**src/rtl/vec3_uart_tx_pkg.sv**
```systemverilog
// Shared types and constants for the vec3 UART transmitter.
//   vec3_t         : 96-bit vec3 payload, x=[95:64], y=[63:32], z=[31:0]
//   VEC3_BYTES     : payload bytes per frame
//   FRAME_BYTES    : sync + payload + checksum
//   UART_SYNC      : default sync byte that opens every frame
//   frame_state_t  : top-level frame FSM states
//   byte_state_t   : per-byte 8N1 shifter states
//   vec3_byte()    : selects payload byte idx, most-significant byte first
package vec3_uart_tx_pkg;

  localparam int VEC3_BYTES  = 12;
  localparam int FRAME_BYTES = VEC3_BYTES + 2;
  localparam logic [7:0] UART_SYNC = 8'hA5;

  typedef logic [95:0] vec3_t;

  typedef enum logic [2:0] {
    FR_IDLE,
    FR_SEND_SYNC,
    FR_SEND_PAYLOAD,
    FR_SEND_CSUM,
    FR_DONE
  } frame_state_t;

  typedef enum logic [1:0] {
    BT_IDLE,
    BT_START,
    BT_DATA,
    BT_STOP
  } byte_state_t;

  // Byte 0 is [95:88], byte 11 is [7:0].
  function automatic logic [7:0] vec3_byte(input vec3_t v, input logic [3:0] idx);
    logic [6:0] lsb;
    lsb = 7'(8 * (VEC3_BYTES - 1 - int'(idx)));
    return v[lsb +: 8];
  endfunction

endpackage

```
**src/rtl/vec3_uart_tx_if.sv**
```systemverilog
// Upstream valid/ready handshake carrying one vec3 per transfer.
//   vec_in    : vec3 payload from the producer
//   valid_in  : producer has a vec3 available
//   ready_out : transmitter can accept a vec3 this cycle
// The master modport is the producer side, slave is the transmitter side.
interface vec3_uart_tx_if;
  import vec3_uart_tx_pkg::*;

  vec3_t vec_in;
  logic  valid_in;
  logic  ready_out;

  modport master (output vec_in, output valid_in, input ready_out);
  modport slave  (input vec_in, input valid_in, output ready_out);

endinterface

```
**src/rtl/vec3_uart_tx_byte.sv**
```systemverilog
// 8N1 byte serializer with its own baud counter.
//   clk_in, rst_in : clock, asynchronous active-high reset
//   data_in        : byte to send, sampled when start_in is taken
//   start_in       : request to send data_in; taken in IDLE or in the last
//                    stop-bit cycle so consecutive bytes have no gap
//   busy_out       : a byte is on the line
//   done_out       : one-cycle pulse in the last stop-bit cycle
//   txd_out        : registered serial output, idles high
module uart_byte_tx
  import vec3_uart_tx_pkg::*;
#(
  parameter int CYCLES_PER_BIT = 868
) (
  input  logic       clk_in,
  input  logic       rst_in,
  input  logic [7:0] data_in,
  input  logic       start_in,
  output logic       busy_out,
  output logic       done_out,
  output logic       txd_out
);

  localparam int CW = (CYCLES_PER_BIT > 1) ? $clog2(CYCLES_PER_BIT) : 1;
  localparam logic [CW-1:0] CNT_LAST = CW'(CYCLES_PER_BIT - 1);

  byte_state_t   state_q, state_d;
  logic [CW-1:0] cnt_q, cnt_d;
  logic [2:0]    bit_q, bit_d;
  logic [7:0]    shreg_q, shreg_d;
  logic          txd_q, txd_d;
  logic          bit_end;

  assign bit_end  = (cnt_q == CNT_LAST);
  assign busy_out = (state_q != BT_IDLE);
  assign done_out = (state_q == BT_STOP) && bit_end;
  assign txd_out  = txd_q;

  always_ff @(posedge clk_in or posedge rst_in) begin
    if (rst_in) begin
      state_q <= BT_IDLE;
      cnt_q   <= '0;
      bit_q   <= '0;
      shreg_q <= '0;
      txd_q   <= 1'b1;
    end else begin
      state_q <= state_d;
      cnt_q   <= cnt_d;
      bit_q   <= bit_d;
      shreg_q <= shreg_d;
      txd_q   <= txd_d;
    end
  end

  always_comb begin
    state_d = state_q;
    cnt_d   = cnt_q;
    bit_d   = bit_q;
    shreg_d = shreg_q;
    txd_d   = txd_q;
    case (state_q)
      BT_IDLE: begin
        txd_d = 1'b1;
        if (start_in) begin
          state_d = BT_START;
          cnt_d   = '0;
          shreg_d = data_in;
          txd_d   = 1'b0;
        end
      end
      BT_START: begin
        if (bit_end) begin
          state_d = BT_DATA;
          cnt_d   = '0;
          bit_d   = '0;
          txd_d   = shreg_q[0];
        end else begin
          cnt_d = cnt_q + 1'b1;
        end
      end
      BT_DATA: begin
        if (bit_end) begin
          cnt_d = '0;
          if (bit_q == 3'd7) begin
            state_d = BT_STOP;
            txd_d   = 1'b1;
          end else begin
            // Shift so the next data bit is always at shreg_q[0].
            bit_d   = bit_q + 1'b1;
            shreg_d = shreg_q >> 1;
            txd_d   = shreg_q[1];
          end
        end else begin
          cnt_d = cnt_q + 1'b1;
        end
      end
      BT_STOP: begin
        if (bit_end) begin
          cnt_d = '0;
          if (start_in) begin
            // Chain straight into the next start bit, no idle gap.
            state_d = BT_START;
            shreg_d = data_in;
            txd_d   = 1'b0;
          end else begin
            state_d = BT_IDLE;
            txd_d   = 1'b1;
          end
        end else begin
          cnt_d = cnt_q + 1'b1;
        end
      end
      default: begin
        state_d = BT_IDLE;
        txd_d   = 1'b1;
      end
    endcase
  end

endmodule

```
**src/rtl/vec3_uart_tx.sv**
```systemverilog
// Sends one vec3 per accepted handshake as a 14-byte UART frame:
// SYNC_BYTE, 12 payload bytes MSB first, XOR checksum of the payload.
//   clk_in, rst_in   : clock, asynchronous active-high reset
//   up_if (slave)    : vec_in / valid_in / ready_out handshake
//   uart_txd_out     : serial line, idles high
//   busy_out         : frame in progress
//   frames_sent_out  : completed frames, wraps at 16 bits
module vec3_uart_tx
  import vec3_uart_tx_pkg::*;
#(
  parameter int         CLK_HZ    = 100_000_000,
  parameter int         BAUD      = 115200,
  parameter logic [7:0] SYNC_BYTE = UART_SYNC
) (
  input  logic              clk_in,
  input  logic              rst_in,
  vec3_uart_tx_if.slave     up_if,
  output logic              uart_txd_out,
  output logic              busy_out,
  output logic [15:0]       frames_sent_out
);

  localparam int CYCLES_PER_BIT = CLK_HZ / BAUD;

  frame_state_t state_q, state_d;
  vec3_t        shadow_q, shadow_d;
  logic [3:0]   idx_q, idx_d;
  logic [7:0]   csum_q, csum_d;
  logic [15:0]  frames_q, frames_d;

  logic         byte_start;
  logic [7:0]   byte_data;
  logic         byte_done;
  logic         byte_busy;
  logic         ready;

  assign ready           = (state_q == FR_IDLE);
  assign up_if.ready_out = ready;
  assign busy_out        = !ready || byte_busy;
  assign frames_sent_out = frames_q;

  uart_byte_tx #(
    .CYCLES_PER_BIT (CYCLES_PER_BIT)
  ) u_byte (
    .clk_in   (clk_in),
    .rst_in   (rst_in),
    .data_in  (byte_data),
    .start_in (byte_start),
    .busy_out (byte_busy),
    .done_out (byte_done),
    .txd_out  (uart_txd_out)
  );

  always_ff @(posedge clk_in or posedge rst_in) begin
    if (rst_in) begin
      state_q  <= FR_IDLE;
      shadow_q <= '0;
      idx_q    <= '0;
      csum_q   <= '0;
      frames_q <= '0;
    end else begin
      state_q  <= state_d;
      shadow_q <= shadow_d;
      idx_q    <= idx_d;
      csum_q   <= csum_d;
      frames_q <= frames_d;
    end
  end

  // Each byte is issued in the same cycle the previous byte reports done,
  // so bytes run back to back. The sync byte is issued on the accepting
  // edge itself, which puts the start bit one cycle after the accept cycle
  // and leaves exactly two idle cycles (DONE + accept) between frames.
  always_comb begin
    state_d    = state_q;
    shadow_d   = shadow_q;
    idx_d      = idx_q;
    csum_d     = csum_q;
    frames_d   = frames_q;
    byte_start = 1'b0;
    byte_data  = SYNC_BYTE;
    case (state_q)
      FR_IDLE: begin
        if (up_if.valid_in) begin
          state_d    = FR_SEND_SYNC;
          shadow_d   = up_if.vec_in;
          idx_d      = '0;
          csum_d     = '0;
          byte_start = 1'b1;
          byte_data  = SYNC_BYTE;
        end
      end
      FR_SEND_SYNC: begin
        if (byte_done) begin
          state_d    = FR_SEND_PAYLOAD;
          idx_d      = '0;
          byte_start = 1'b1;
          byte_data  = vec3_byte(shadow_q, 4'd0);
          csum_d     = csum_q ^ byte_data;
        end
      end
      FR_SEND_PAYLOAD: begin
        if (byte_done) begin
          byte_start = 1'b1;
          if (idx_q == 4'(VEC3_BYTES - 1)) begin
            // csum_q already holds all twelve payload bytes.
            state_d   = FR_SEND_CSUM;
            byte_data = csum_q;
          end else begin
            idx_d     = idx_q + 4'd1;
            byte_data = vec3_byte(shadow_q, idx_q + 4'd1);
            csum_d    = csum_q ^ byte_data;
          end
        end
      end
      FR_SEND_CSUM: begin
        if (byte_done) begin
          state_d = FR_DONE;
        end
      end
      FR_DONE: begin
        frames_d = frames_q + 16'd1;
        state_d  = FR_IDLE;
      end
      default: begin
        state_d = FR_IDLE;
      end
    endcase
  end

endmodule

```
**src/flat_wrapper.sv**
```systemverilog
// flat-port wrapper written by rule: the top's interface ports become plain ports
module vec3_uart_tx_flat import vec3_uart_tx_pkg::*;
#(
  parameter int         CLK_HZ    = 100_000_000,
  parameter int         BAUD      = 115200,
  parameter logic [7:0] SYNC_BYTE = UART_SYNC
)
  (clk_in, rst_in, uart_txd_out, busy_out, frames_sent_out, up_if_vec_in, up_if_valid_in, up_if_ready_out);
  vec3_uart_tx_if up_if_i ();
  input  logic clk_in;
  input  logic rst_in;
  output logic uart_txd_out;
  output logic busy_out;
  output logic [15:0] frames_sent_out;
  input wire logic [$bits(up_if_i.vec_in)-1:0] up_if_vec_in;
  input wire logic [$bits(up_if_i.valid_in)-1:0] up_if_valid_in;
  output wire logic [$bits(up_if_i.ready_out)-1:0] up_if_ready_out;
  assign up_if_i.vec_in = up_if_vec_in;
  assign up_if_i.valid_in = up_if_valid_in;
  assign up_if_ready_out = up_if_i.ready_out;
  vec3_uart_tx #(.CLK_HZ(CLK_HZ), .BAUD(BAUD), .SYNC_BYTE(SYNC_BYTE)) u_core (.clk_in(clk_in), .rst_in(rst_in), .up_if(up_if_i), .uart_txd_out(uart_txd_out), .busy_out(busy_out), .frames_sent_out(frames_sent_out));
endmodule
```
**config.mk**
```make
export PLATFORM = sky130hd
export DESIGN_NAME = vec3_uart_tx_flat
export DESIGN_NICKNAME = d
export VERILOG_FILES = /design/src/rtl/vec3_uart_tx_pkg.sv /design/src/rtl/vec3_uart_tx_if.sv /design/src/rtl/vec3_uart_tx_byte.sv /design/src/rtl/vec3_uart_tx.sv /design/src/flat_wrapper.sv
export SDC_FILE = /design/constraint.sdc
export NUM_CORES = 1
export LEC_CHECK = 0
export BUFFER_PORTS_ARGS = -buffer_cell sky130_fd_sc_hd__buf_2
export CAP_MARGIN = 0
export CORE_MARGIN = 3
export CORE_UTILIZATION = 46
export DETAILED_ROUTE_END_ITERATION = 10
export MAX_ROUTING_LAYER = met4
export PLACE_DENSITY = 0.75
export SETUP_SLACK_MARGIN = 0.15
export SLEW_MARGIN = 20
export SYNTH_ARGS = -nofsm -noshare
export SYNTH_HDL_FRONTEND = slang
export SYNTH_SLANG_ARGS = --single-unit
```
**constraint.sdc**
```tcl
create_clock -name clk_in -period 10 [get_ports clk_in]
set_clock_uncertainty 0.1 [all_clocks]
set_input_delay 0.5 -clock clk_in [delete_from_list [all_inputs] [get_ports clk_in]]
set_output_delay 0.5 -clock clk_in [all_outputs]
set_load 0.02 [all_outputs]
```
==> results of run 1 <==
logic make-up (layout without fill, tap and decap cells):
group           after synthesis  after routing  synth area share
fa+ha+maj                    11             11            0.0180
compound gates               97             97            0.0842
flops                       151            151             0.493
simple gates                461            461             0.266
buf+inv                      58            164            0.0341
xor+xnor                     22             22            0.0286
mux                          28             28            0.0759
how the worst min path moves through the flow:
stage | from | endpoint | slack (ps)
3_5_place_dp | u_core.frames_sent_out[15]$_DFFE_PP0N_ | u_core.frames_sent_out[15]$_DFFE_PP0N_ | 350
6_report | rst_in | u_core.shadow_q[62]$_DFFE_PP0P_ | 80
3_3_place_gp | u_core.frames_sent_out[15]$_DFFE_PP0N_ | u_core.frames_sent_out[15]$_DFFE_PP0N_ | 350
5_1_grt | rst_in | u_core.shadow_q[54]$_DFFE_PP0P_ | 140
2_1_floorplan | u_core.shadow_q[0]$_DFFE_PP0P_ | u_core.shadow_q[0]$_DFFE_PP0P_ | 340
4_1_cts | rst_in | u_core.shadow_q[38]$_DFFE_PP0P_ | 110
worst max-delay path, delay by kind of cell, from the launching register on:
kind	cells	cell delay [ps]
adders and majority gates	1	940
muxes	2	650
DFF	1	890
AOI/OAI and AO/OA	3	720
power groups by stage:
stage,clock network (mW),registers [mW],logic (mW)
global route,0.668,0.818,0.298
global placement,0,0.814,0.249
detailed placement,0,0.816,0.258
floorplan,0,0.778,0.202
finish,0.628,0.807,0.261
CTS,0.637,0.806,0.262
area by class of cell:
cell class	instances	area, sq um	area share
Clock inverter	14	135	0.0151
Timing Repair Buffer	120	612	0.0686
Sequential cell	151	3780	0.424
Multi-Input combinational cell	619	3630	0.407
Tap cell	216	270	0.0303
Clock buffer	18	439	0.0492
Inverter	12	50.0	0.00561
cell usage after synthesis (all sizes together), types with 2 or more instances:
library cell  count
o211a             4
nor3b             5
dfrtp           150
or4               4
o211ai            4
clkbuf           31
and4              4
mux2i             3
xor2              9
nand3            46
inv              12
a21oi            16
or3               2
o21a              5
nand3b            3
a22oi             2
buf              15
o21ai            29
o31ai            12
nand4             9
a2111oi           3
a21o              3
mux4             24
and2              2
ha               11
nand2           329
a21boi            4
nor2             24
nand4bb           2
nand2b            5
nor3             10
and3              7
xnor2            13
a31oi             6
or2               2
a222oi            4
registers in the layout, indices dropped and copies added (netlist names):
name                    count
u_core.csum_q               8
u_core.frames_sent_out     16
u_core.idx_q                4
u_core.shadow_q            96
u_core.state_q              3
u_core.u_byte.bit_q         3
u_core.u_byte.cnt_q        10
u_core.u_byte.shreg_q       8
u_core.u_byte.state_q       2
u_core.u_byte.txd_out       1
metal layers:
layer | vias up | global-route usage | routed length [um] | part of all wire
li1 | 3009 | - | - | -
met1 | 3046 | 0.300 | 8330 | 0.44
met2 | 202 | 0.334 | 9120 | 0.49
met3 | 35 | 0.0462 | 1010 | 0.054
met4 | 0 | 0.0655 | 339 | 0.018
met5 | - | - | 0 | 0
==> metrics.txt, run 1 <==
status complete, no violations; Worst slew margin 0.303; Worst setup startpoint u_core.idx_q[0]$_DFFE_PP0P_; GRT Overall Usage 0.220; Final Hold Viols 0; worst-path fanout max 28; Synth cell types 61; vias per cell 5.47; EDFF count, synth 0; CTS H-Tree Depth 4; setup slack after placement roughly 6600 ps; crit path time final 3450 ps; setup bufs post-CTS 0; arrival time at the worst endpoint 3640 ps; Cell Count, Final, Fillers Out 1150; syn_area_per_cell 9.26 sq um; Worst Setup EP u_core.u_byte.shreg_q[5]$_DFFE_PP0P_; Gate power share 0.154; worst reg2reg path depth 6; vias in the first global route 6085; Maximum Capacitance Violations 0; Switching Share 0.302; largest net degree at the start of global routing 114; residual DRC count 0; final core utilization 0.553; static leakage about 4.5 nW; DIE WIDTH 135 um; design area a little under 9000 sq um; initial antenna violation count 0; post_cts resized 0; final worst slack 6550 ps; routed length per instance around 16 um; overall via count from detail_route 6292; flops & latches, synth 151; Reg-to-Reg Start u_core.idx_q[0]$_DFFE_PP0P_; Die Span Y 135 um; Iter 0 DRT Violations 521; Hold Buf Count CTS 0; r2r setup slk approximately 6600 ps; Post-Synthesis Cells 828; share of cells above drive strength 1 0.209; clk slew on worst S/H paths 70 ps; grt total ovfl 0; Port Buf Inserts 117; overall power 1.70 mW; Seq/Total Area, Yosys 0.493; crit-path cells ha_1 -> mux4_2 -> mux2i_1 -> o21ai_0 -> a2111oi_0 -> o31ai_1; VDD IR max 0.121 mV; slowest stage cell, crit path ha_1; IO Pins around 120; # setup viols final 0; max-slew violation count 0; net switching power 0.511 mW; crit end category flip-flop; Post-Syn Area 7670 sq um; layout net count a little over 1000; core area 16100 sq um; TritonCTS clock tree yes; commonest cells after routing, fill and taps aside 329 x nand2_1, 149 x dfrtp_1, 117 x buf_2, 46 x nand3_1, 29 x o21ai_0; area grow syn2layout 16.3%; CTS Buffer Depth 2; YS warnings 0; CP peak stage delay approximately 940 ps; Final TNS setup 0 ps; clock share of power 0.371; # placed instances 1118; Tightest Hold Check Type primary input to async pin; Final ANT Viol Nets 0; post-synth top area cell dfrtp_1; Die ar. between 15000 and 20000 sq um; Synth top area share 0.490; # rows 46; worst hold slack 82.1 ps; first-pass GRT wire length 30900 um; Num CTS Buffers 17; commonest non-fill, non-tap cell in the layout nand2_1; Pint approximately 1.2 mW; CP Class flip-flop to flip-flop; Worst-Margin Slew 1050 ps; CTS sink cnt 151; pwr/cell area 190 nW/um^2; Antenna diodes 0; critical path required time 10200 ps; Clk Latency, worst-skew pair about 430 ps; RSZ-0062 raised after global routing false; Synthesized Nets 938; post-detail-place hpwl 12700 um; Pre-Repair DR Iteration Count 8; Post-DP Area 8340 sq um; Sequential Power Share 0.476; Critical R2R Capture u_core.u_byte.shreg_q[5]$_DFFE_PP0P_; initial core utilization 0.476; Final GP Congestion approximately 0.9; top cells by area, synth dfrtp_1 49%, nand2_1 16%, mux4_2 7.0%, nand3_1 3.0%, o21ai_0 1.9%; Synth Flop Type dfrtp_1; fraction of registers with async set/reset 1.00; Fmax 0.290 GHz; root buf cell clkbuf_16; final WL around 19000 um; type of origin of the critical path flip-flop; Final Cycle Share 0.345; FILL cells ~1500
(Power assumes the default switching activity.)
==> inputs of run 2 (changes only) <==
- ABC_AREA: default -> 1
- PLACE_DENSITY: 0.75 -> 0.77
- clock period: 10 -> 2.9 ns (I/O delays scaled with it)
==> run 2 against run 1 <==
Effect of this change:
- clock power grew to 3.4 times the previous value
- critical path depth grew 3
- synthesized cell count grew 7.4%
- die area grew 6.1%
- global-route usage grew 2.0 points
- setup slack lost 6100 ps
- largest power group unchanged
- highest routed layer unchanged
==> metrics.txt, run 2 <==
Antenna diodes 0 (unchanged); Worst slew margin 0.606 (was 0.303); area grow syn2layout 28.5% (was 16.3%); Final Cycle Share 0.837 (was 0.345); worst reg2reg path depth 9 (was 6); EDFF count, synth 0 (unchanged); Num CTS Buffers 17 (unchanged); Largest Register u_core.shadow_q (unchanged); Critical R2R Capture u_core.csum_q[0]$_DFFE_PP0P_ (was u_core.u_byte.shreg_q[5]$_DFFE_PP0P_); post_cts resized 0 (unchanged); Fmax 0.412 GHz (was 0.290 GHz); layout net count 1211 (was 1031); final worst slack 472 ps (was 6550 ps); # setup viols final 0 (unchanged); commonest cells after routing, fill and taps aside 205 x nand2_1, 149 x dfrtp_1, 117 x buf_2, 97 x dlygate4sd3_1, 89 x nor2_1 (was 329 x nand2_1, 149 x dfrtp_1, 117 x buf_2, 46 x nand3_1, 29 x o21ai_0); routed length per instance 16.4 um (about the same); GRT Overall Usage 0.239 (was 0.220); arrival time at the worst endpoint 2640 ps (was 3640 ps); static leakage 5.61 nW (was 4.47 nW); # rows 48 (was 46); Hold Path Sink u_core.state_q[2]$_DFFE_PP0P_; vias in the first global route 7377 (was 6085); flops & latches, synth 151 (unchanged); Port Buf Inserts 117 (unchanged); Clk Latency, worst-skew pair 430 ps (about the same); Die ar. 19400 sq um (was 18300 sq um); Commonest cells post-synth 205 x nand2_1, 150 x dfrtp_1, 89 x nor2_1, 71 x inv_1, 69 x nand3_1 (was 329 x nand2_1, 150 x dfrtp_1, 46 x nand3_1, 31 x clkbuf_1, 29 x o21ai_0); CTS Buffer Depth 2 (unchanged); crit path time final 2430 ps (was 3450 ps); Die Span Y 139 um (was 135 um); residual DRC count 0 (unchanged); FILL cells 1414 (was 1466); VDD IR max 0.457 mV (was 0.121 mV); Reg area 3780 sq um (unchanged); Synth Flop Type dfrtp_1 (unchanged); largest family of logic cells by synthesized area simple AND/OR/NAND/NOR gates (unchanged); grt total ovfl 0 (unchanged); CP Class flip-flop to flip-flop (unchanged); Tightest Hold Check Type primary input to flip-flop (was primary input to async pin); RSZ-0062 raised after global routing false (unchanged); Synth Area in XOR/XNOR 0.0140 (was 0.0286); fraction of registers with async set/reset 1.00 (unchanged); TritonCTS clock tree yes (unchanged); max-slew violation count 0 (unchanged); Synth cell types 38 (was 61); max FFs per register 96 (unchanged); overall via count from detail_route 7110 (was 6292); Final ANT Viol Nets 0 (unchanged); Seq/Total Area, Yosys 0.463 (was 0.493); status complete, no violations (unchanged); largest net degree at the start of global routing 58 (was 114); Synthesized Nets 999 (was 938); commonest non-fill, non-tap cell in the layout nand2_1 (unchanged); critical path required time 3110 ps (was 10200 ps); initial antenna violation count 0 (unchanged); first-pass GRT wire length 36500 um (was 30900 um); initial core utilization 0.471 (was 0.476); crit end category flip-flop (unchanged); Post-Synthesis Cells 889 (was 828); Iter 0 DRT Violations 602 (was 521); post-detail-place hpwl 13500 um (was 12700 um); top cells by area, synth dfrtp_1 46%, mux2_4 9.8%, nand2_1 9.4%, nand3_1 4.2%, nor2_1 4.1% (was dfrtp_1 49%, nand2_1 16%, mux4_2 7.0%, nand3_1 3.0%, o21ai_0 1.9%); Post-DP Area 8950 sq um (was 8340 sq um); design area 10500 sq um (was 8920 sq um); worst-path fanout max 26 (was 28); worst hold stages 5; IO Pins 118 (unchanged); clk slew on worst S/H paths 60 ps (was 70 ps); DIE WIDTH 139 um (was 135 um); Final GP Congestion 0.883 (was 0.918); top-count cell post-synth nand2_1 (unchanged); Synth top area share 0.460 (was 0.490); compound-gate portion of the synthesized area 0.0683 (was 0.0842); worst hold slack 154 ps (was 82.1 ps); Maximum Capacitance Violations 0 (unchanged); mux cell area share after synthesis 0.138 (was 0.0759); Reg-to-Reg Start u_core.idx_q[1]$_DFFE_PP0P_ (was u_core.idx_q[0]$_DFFE_PP0P_); pwr/cell area 425 nW/um^2 (was 190 nW/um^2); CTS H-Tree Depth 4 (unchanged); root buf cell clkbuf_16 (unchanged); Final Hold Viols 0 (unchanged); multi-input gate area in the final layout 3870 sq um (was 3630 sq um); type of origin of the critical path flip-flop (unchanged); post-synth top area cell dfrtp_1 (unchanged); hold_sp up_if_valid_in; Final TNS setup 0 ps (unchanged); final WL 21900 um (was 18800 um); syn_area_per_cell 9.17 sq um (was 9.26 sq um); setup bufs post-CTS 0 (unchanged); Worst-Margin Slew 585 ps (was 1050 ps); overall power 4.45 mW (was 1.70 mW); YS warnings 0 (unchanged); CTS sink cnt 151 (unchanged); r2r setup slk 470 ps (was 6550 ps); Post-Syn Area 8160 sq um (was 7670 sq um); Adder-Cell Fraction of Synth Area 0.0169 (was 0.0180); Pre-Repair DR Iteration Count 6 (was 8); share of cells above drive strength 1 0.259 (was 0.209); Post-Synth Simple-Gate Area 0.236 (was 0.266); setup slack after placement 682 ps (was 6560 ps); core area 17300 sq um (was 16100 sq um); vias per cell 5.32 (was 5.47)
run 2: changes by cell type after synthesis, moves of 24 or more:
cell,before,now
inv_1,12,71
mux2_4,0,53
mux4_2,24,0
mux2_2,1,29
clkbuf_1,31,5
nor2_1,22,89
nand2_1,329,205
run 2: routing by layer:
metal | track usage | vias up | part of all wire
met5 | - | - | 0
met1 | 0.287 | 3399 | 0.41
li1 | - | 3351 | -
met2 | 0.395 | 296 | 0.50
met3 | 0.0490 | 64 | 0.057
met4 | 0.0989 | 0 | 0.035
run 2: cell type report:
type | instances | share of cell area
Clock inverter | 10 | 0.00943
Sequential cell | 151 | 0.361
Tap cell | 225 | 0.0269
Timing Repair Buffer | 226 | 0.162
Inverter | 78 | 0.0283
Clock buffer | 20 | 0.0436
Multi-Input combinational cell | 627 | 0.369
run 2: worst max-delay path by stage:
stage / from / to / slack, ps / cells past startpoint
finish: u_core.idx_q[1]$_DFFE_PP0P_ / u_core.csum_q[0]$_DFFE_PP0P_ / 470 / 9
detailed placement: u_core.u_byte.cnt_q[0]$_DFFE_PP0P_ / u_core.csum_q[7]$_DFFE_PP0P_ / 680 / 10
CTS: u_core.u_byte.cnt_q[0]$_DFFE_PP0P_ / u_core.csum_q[7]$_DFFE_PP0P_ / 650 / 10
global placement: u_core.u_byte.cnt_q[0]$_DFFE_PP0P_ / u_core.csum_q[7]$_DFFE_PP0P_ / 680 / 10
floorplan: rst_in / u_core.csum_q[0]$_DFFE_PP0P_ / 750 / 1
global route: u_core.idx_q[1]$_DFFE_PP0P_ / u_core.u_byte.shreg_q[0]$_DFFE_PP0P_ / 350 / 10
run 2: critical path: stages (launching register included):
cell and delay [ps]:
dfrtp_1 420, ha_1 310, buf_4 300, o21ai_0 180, o21ai_0 520, nand2_1 150
nand4_1 140, nand3_1 80, nand2_1 70, nor2_1 50
run 2: through the flow:
| stage | cells | utilization |
|---|---|---|
| 3_5_place_dp | 1210 | 0.518 |
| 6_report | 1337 | 0.606 |
| 2_1_floorplan | 889 | - |
| 3_3_place_gp | 1210 | 0.518 |
| 4_1_cts | 1337 | 0.606 |
| 5_1_grt | 1337 | 0.606 |
run 2: logic make-up after synthesis:
logic type / Yosys count
xor gates and xnor gates: 13
DFF: 151
muxes: 82
AOI/OAI and AO/OA: 101
and+or+nand+nor: 420
adders and majority gates: 11
buffers and inverters: 111
run 2: where the power goes:
group	switching, mW	total (mW)	internal, mW	leakage [nW]
clock	0.891	2.11	1.22	0.257
sequential	0	2.11	2.11	1.96
combinational	0.0940	0.236	0.142	3.39
run 2: timing repair:
action	4_1_cts	5_1_grt
endpoints found under the setup margin	0	0
hold buffers	97	0
endpoints found under the hold margin	179	0
==> inputs of run 3 (changes only) <==
- ABC_AREA: 1 -> 0
- PLACE_DENSITY: 0.77 -> 0.75
- clock period: 2.9 -> 2.35 ns (I/O delays scaled with it)
==> run 3 against run 2 <==
Effect of this change:
- critical path depth shrank 2
- setup slack got worse by 380 ps
- die area decreased by 5.7%
- count of clock-buffer cells in the layout fell by 1
- critical endpoint is now u_core.u_byte.shreg_q[5]$_DFFE_PP0P_
- largest cell class unchanged
==> metrics.txt, run 3 (synthesis gave the netlist of run 1 again) <==
static leakage 5.20 nW (was 5.61 nW); # placed instances 1152 (was 1210); final WL 23100 um (was 21900 um); Num CTS Buffers 17 (unchanged); root buf cell clkbuf_16 (unchanged); worst-path fanout max 13 (was 26); overall via count from detail_route 7242 (was 7110); DIE WIDTH 135 um (was 139 um); Clk Latency, worst-skew pair 430 ps (about the same); Port Buf Inserts 117 (unchanged); core area 16100 sq um (was 17300 sq um); post-detail-place hpwl 13700 um (was 13500 um); r2r setup slk 90 ps (was 470 ps); share of cells above drive strength 1 0.265 (was 0.259); Final Hold Viols 0 (unchanged); overall power 7.57 mW (was 4.45 mW); largest net degree at the start of global routing 72 (was 58); CTS sink cnt 151 (unchanged); Final ANT Viol Nets 0 (unchanged); TritonCTS clock tree yes (unchanged); Maximum Capacitance Violations 0 (unchanged); Antenna diodes 0 (unchanged); IO Pins 118 (unchanged); CTS Buffer Depth 2 (unchanged); Iter 0 DRT Violations 667 (was 602); Fmax 0.442 GHz (was 0.412 GHz); commonest cells after routing, fill and taps aside 328 x nand2_1, 147 x dfrtp_1, 118 x buf_2, 97 x dlygate4sd3_1, 43 x buf_4 (was 205 x nand2_1, 149 x dfrtp_1, 117 x buf_2, 97 x dlygate4sd3_1, 89 x nor2_1); pwr/cell area 709 nW/um^2 (was 425 nW/um^2); critical path required time 2550 ps (was 3110 ps); residual DRC count 0 (unchanged); Final GP Congestion 0.889 (was 0.883); arrival time at the worst endpoint 2460 ps (was 2640 ps); VDD IR max 0.571 mV (was 0.457 mV); Pre-Repair DR Iteration Count 7 (was 6); max FFs per register 96 (unchanged); vias per cell 5.56 (was 5.32); routed length per instance 17.7 um (was 16.4 um); layout net count 1183 (was 1211); # rows 46 (was 48); max-slew violation count 0 (unchanged); Largest Register u_core.shadow_q (unchanged); worst hold slack 174 ps (was 154 ps); Worst-Margin Slew 498 ps (was 585 ps); first-pass GRT wire length 37300 um (was 36500 um); Worst slew margin 0.668 (was 0.606); Final TNS setup 0 ps (unchanged); area grow syn2layout 39.3% (was 28.5%); Die ar. 18300 sq um (was 19400 sq um); initial antenna violation count 0 (unchanged); grt total ovfl 0 (unchanged); initial core utilization 0.476 (was 0.471); clk slew on worst S/H paths 70 ps (was 60 ps); Final Cycle Share 0.962 (was 0.837); Die Span Y 135 um (was 139 um); commonest non-fill, non-tap cell in the layout nand2_1 (unchanged); Cell Count, Final, Fillers Out 1302 (was 1337); status complete, no violations (unchanged); CP Class flip-flop to flip-flop (unchanged); setup slack after placement -1.42 ps (was 682 ps); type of origin of the critical path flip-flop (unchanged); final worst slack 89.9 ps (was 472 ps); GRT Overall Usage 0.267 (was 0.239); vias in the first global route 7348 (was 7377); # setup viols final 0 (unchanged); RSZ-0062 raised after global routing true (was false); crit path time final 2260 ps (was 2430 ps); CTS H-Tree Depth 4 (unchanged); Tightest Hold Check Type primary input to async pin (was primary input to flip-flop); crit end category flip-flop (unchanged)
[run 3: cell types whose count changed in the layout (fill, tap and decap cells not counted), sizes merged, moves of 20 or more]
| cell | change |
|---|---|
| nand3 | -32 |
| inv | -58 |
| nor2 | -80 |
| mux2 | -81 |
| mux4 | +24 |
| a21oi | -20 |
| nand2 | +114 |
| buf | +44 |
[run 3: per-stage QoR]
step,utilization,cell area [sq um]
floorplan,-,7680
global placement,0.538,8660
detailed placement,0.538,8660
CTS,0.644,10400
global route,0.663,10700
finish,0.663,10700
[run 3: per-layer routing]
metal	routed length [um]	vias up	part of all wire	GRT usage
li1	-	3319	-	-
met1	9040	3473	0.39	0.330
met2	11600	355	0.50	0.427
met3	1550	95	0.067	0.0537
met4	888	0	0.038	0.118
met5	0	-	0	-
[run 3: layout make-up]
type,count,area [sq um]
fill,1169,5440
multi-input combinational,620,3890
sequential,151,3780
timing repair buffer,271,2110
clock buffer,19,453
tap,216,270
clock inverter,13,123
inverter,12,48.8
[run 3: report_power, final]
part	total (mW)	switching (mW)	internal (mW)
sequential	3.43	0.349	3.08
clock	2.67	1.21	1.46
combinational	1.47	0.748	0.718
[run 3: final timing paths]
path                                                      from                                   end  cells past startpoint
worst min-delay path                                    rst_in       u_core.shadow_q[48]$_DFFE_PP0P_                      3
worst max register to register     u_core.idx_q[0]$_DFFE_PP0P_  u_core.u_byte.shreg_q[5]$_DFFE_PP0P_                      7
worst max-delay path               u_core.idx_q[0]$_DFFE_PP0P_  u_core.u_byte.shreg_q[5]$_DFFE_PP0P_                      7
max in group asynchronous                               rst_in         u_core.state_q[1]$_DFFE_PP0P_                      5
worst min register to register  u_core.shadow_q[7]$_DFFE_PP0P_        u_core.shadow_q[7]$_DFFE_PP0P_                      2
min in group clk_in                             up_if_valid_in         u_core.state_q[0]$_DFFE_PP0P_                      6
[run 3: timing repair]
| item | in CTS | in global routing |
|---|---|---|
| hold buffers | 97 | 0 |
| gates resized for setup | 17 | 50 |
| setup endpoints to repair | 13 | 24 |
| buffers inserted | 7 | 11 |
| endpoints found under the hold margin | 150 | 0 |
| gates cloned | 2 | 1 |
| pin swaps | 5 | 19 |
[run 3: worst max-delay path, cell delays in order (launching register included)]
cell	delay [ps]
dfrtp_2	450
ha_4	310
buf_12	140
mux4_2	320
mux2i_4	200
o21ai_2	100
a2111oi_4	380
o31ai_1	130
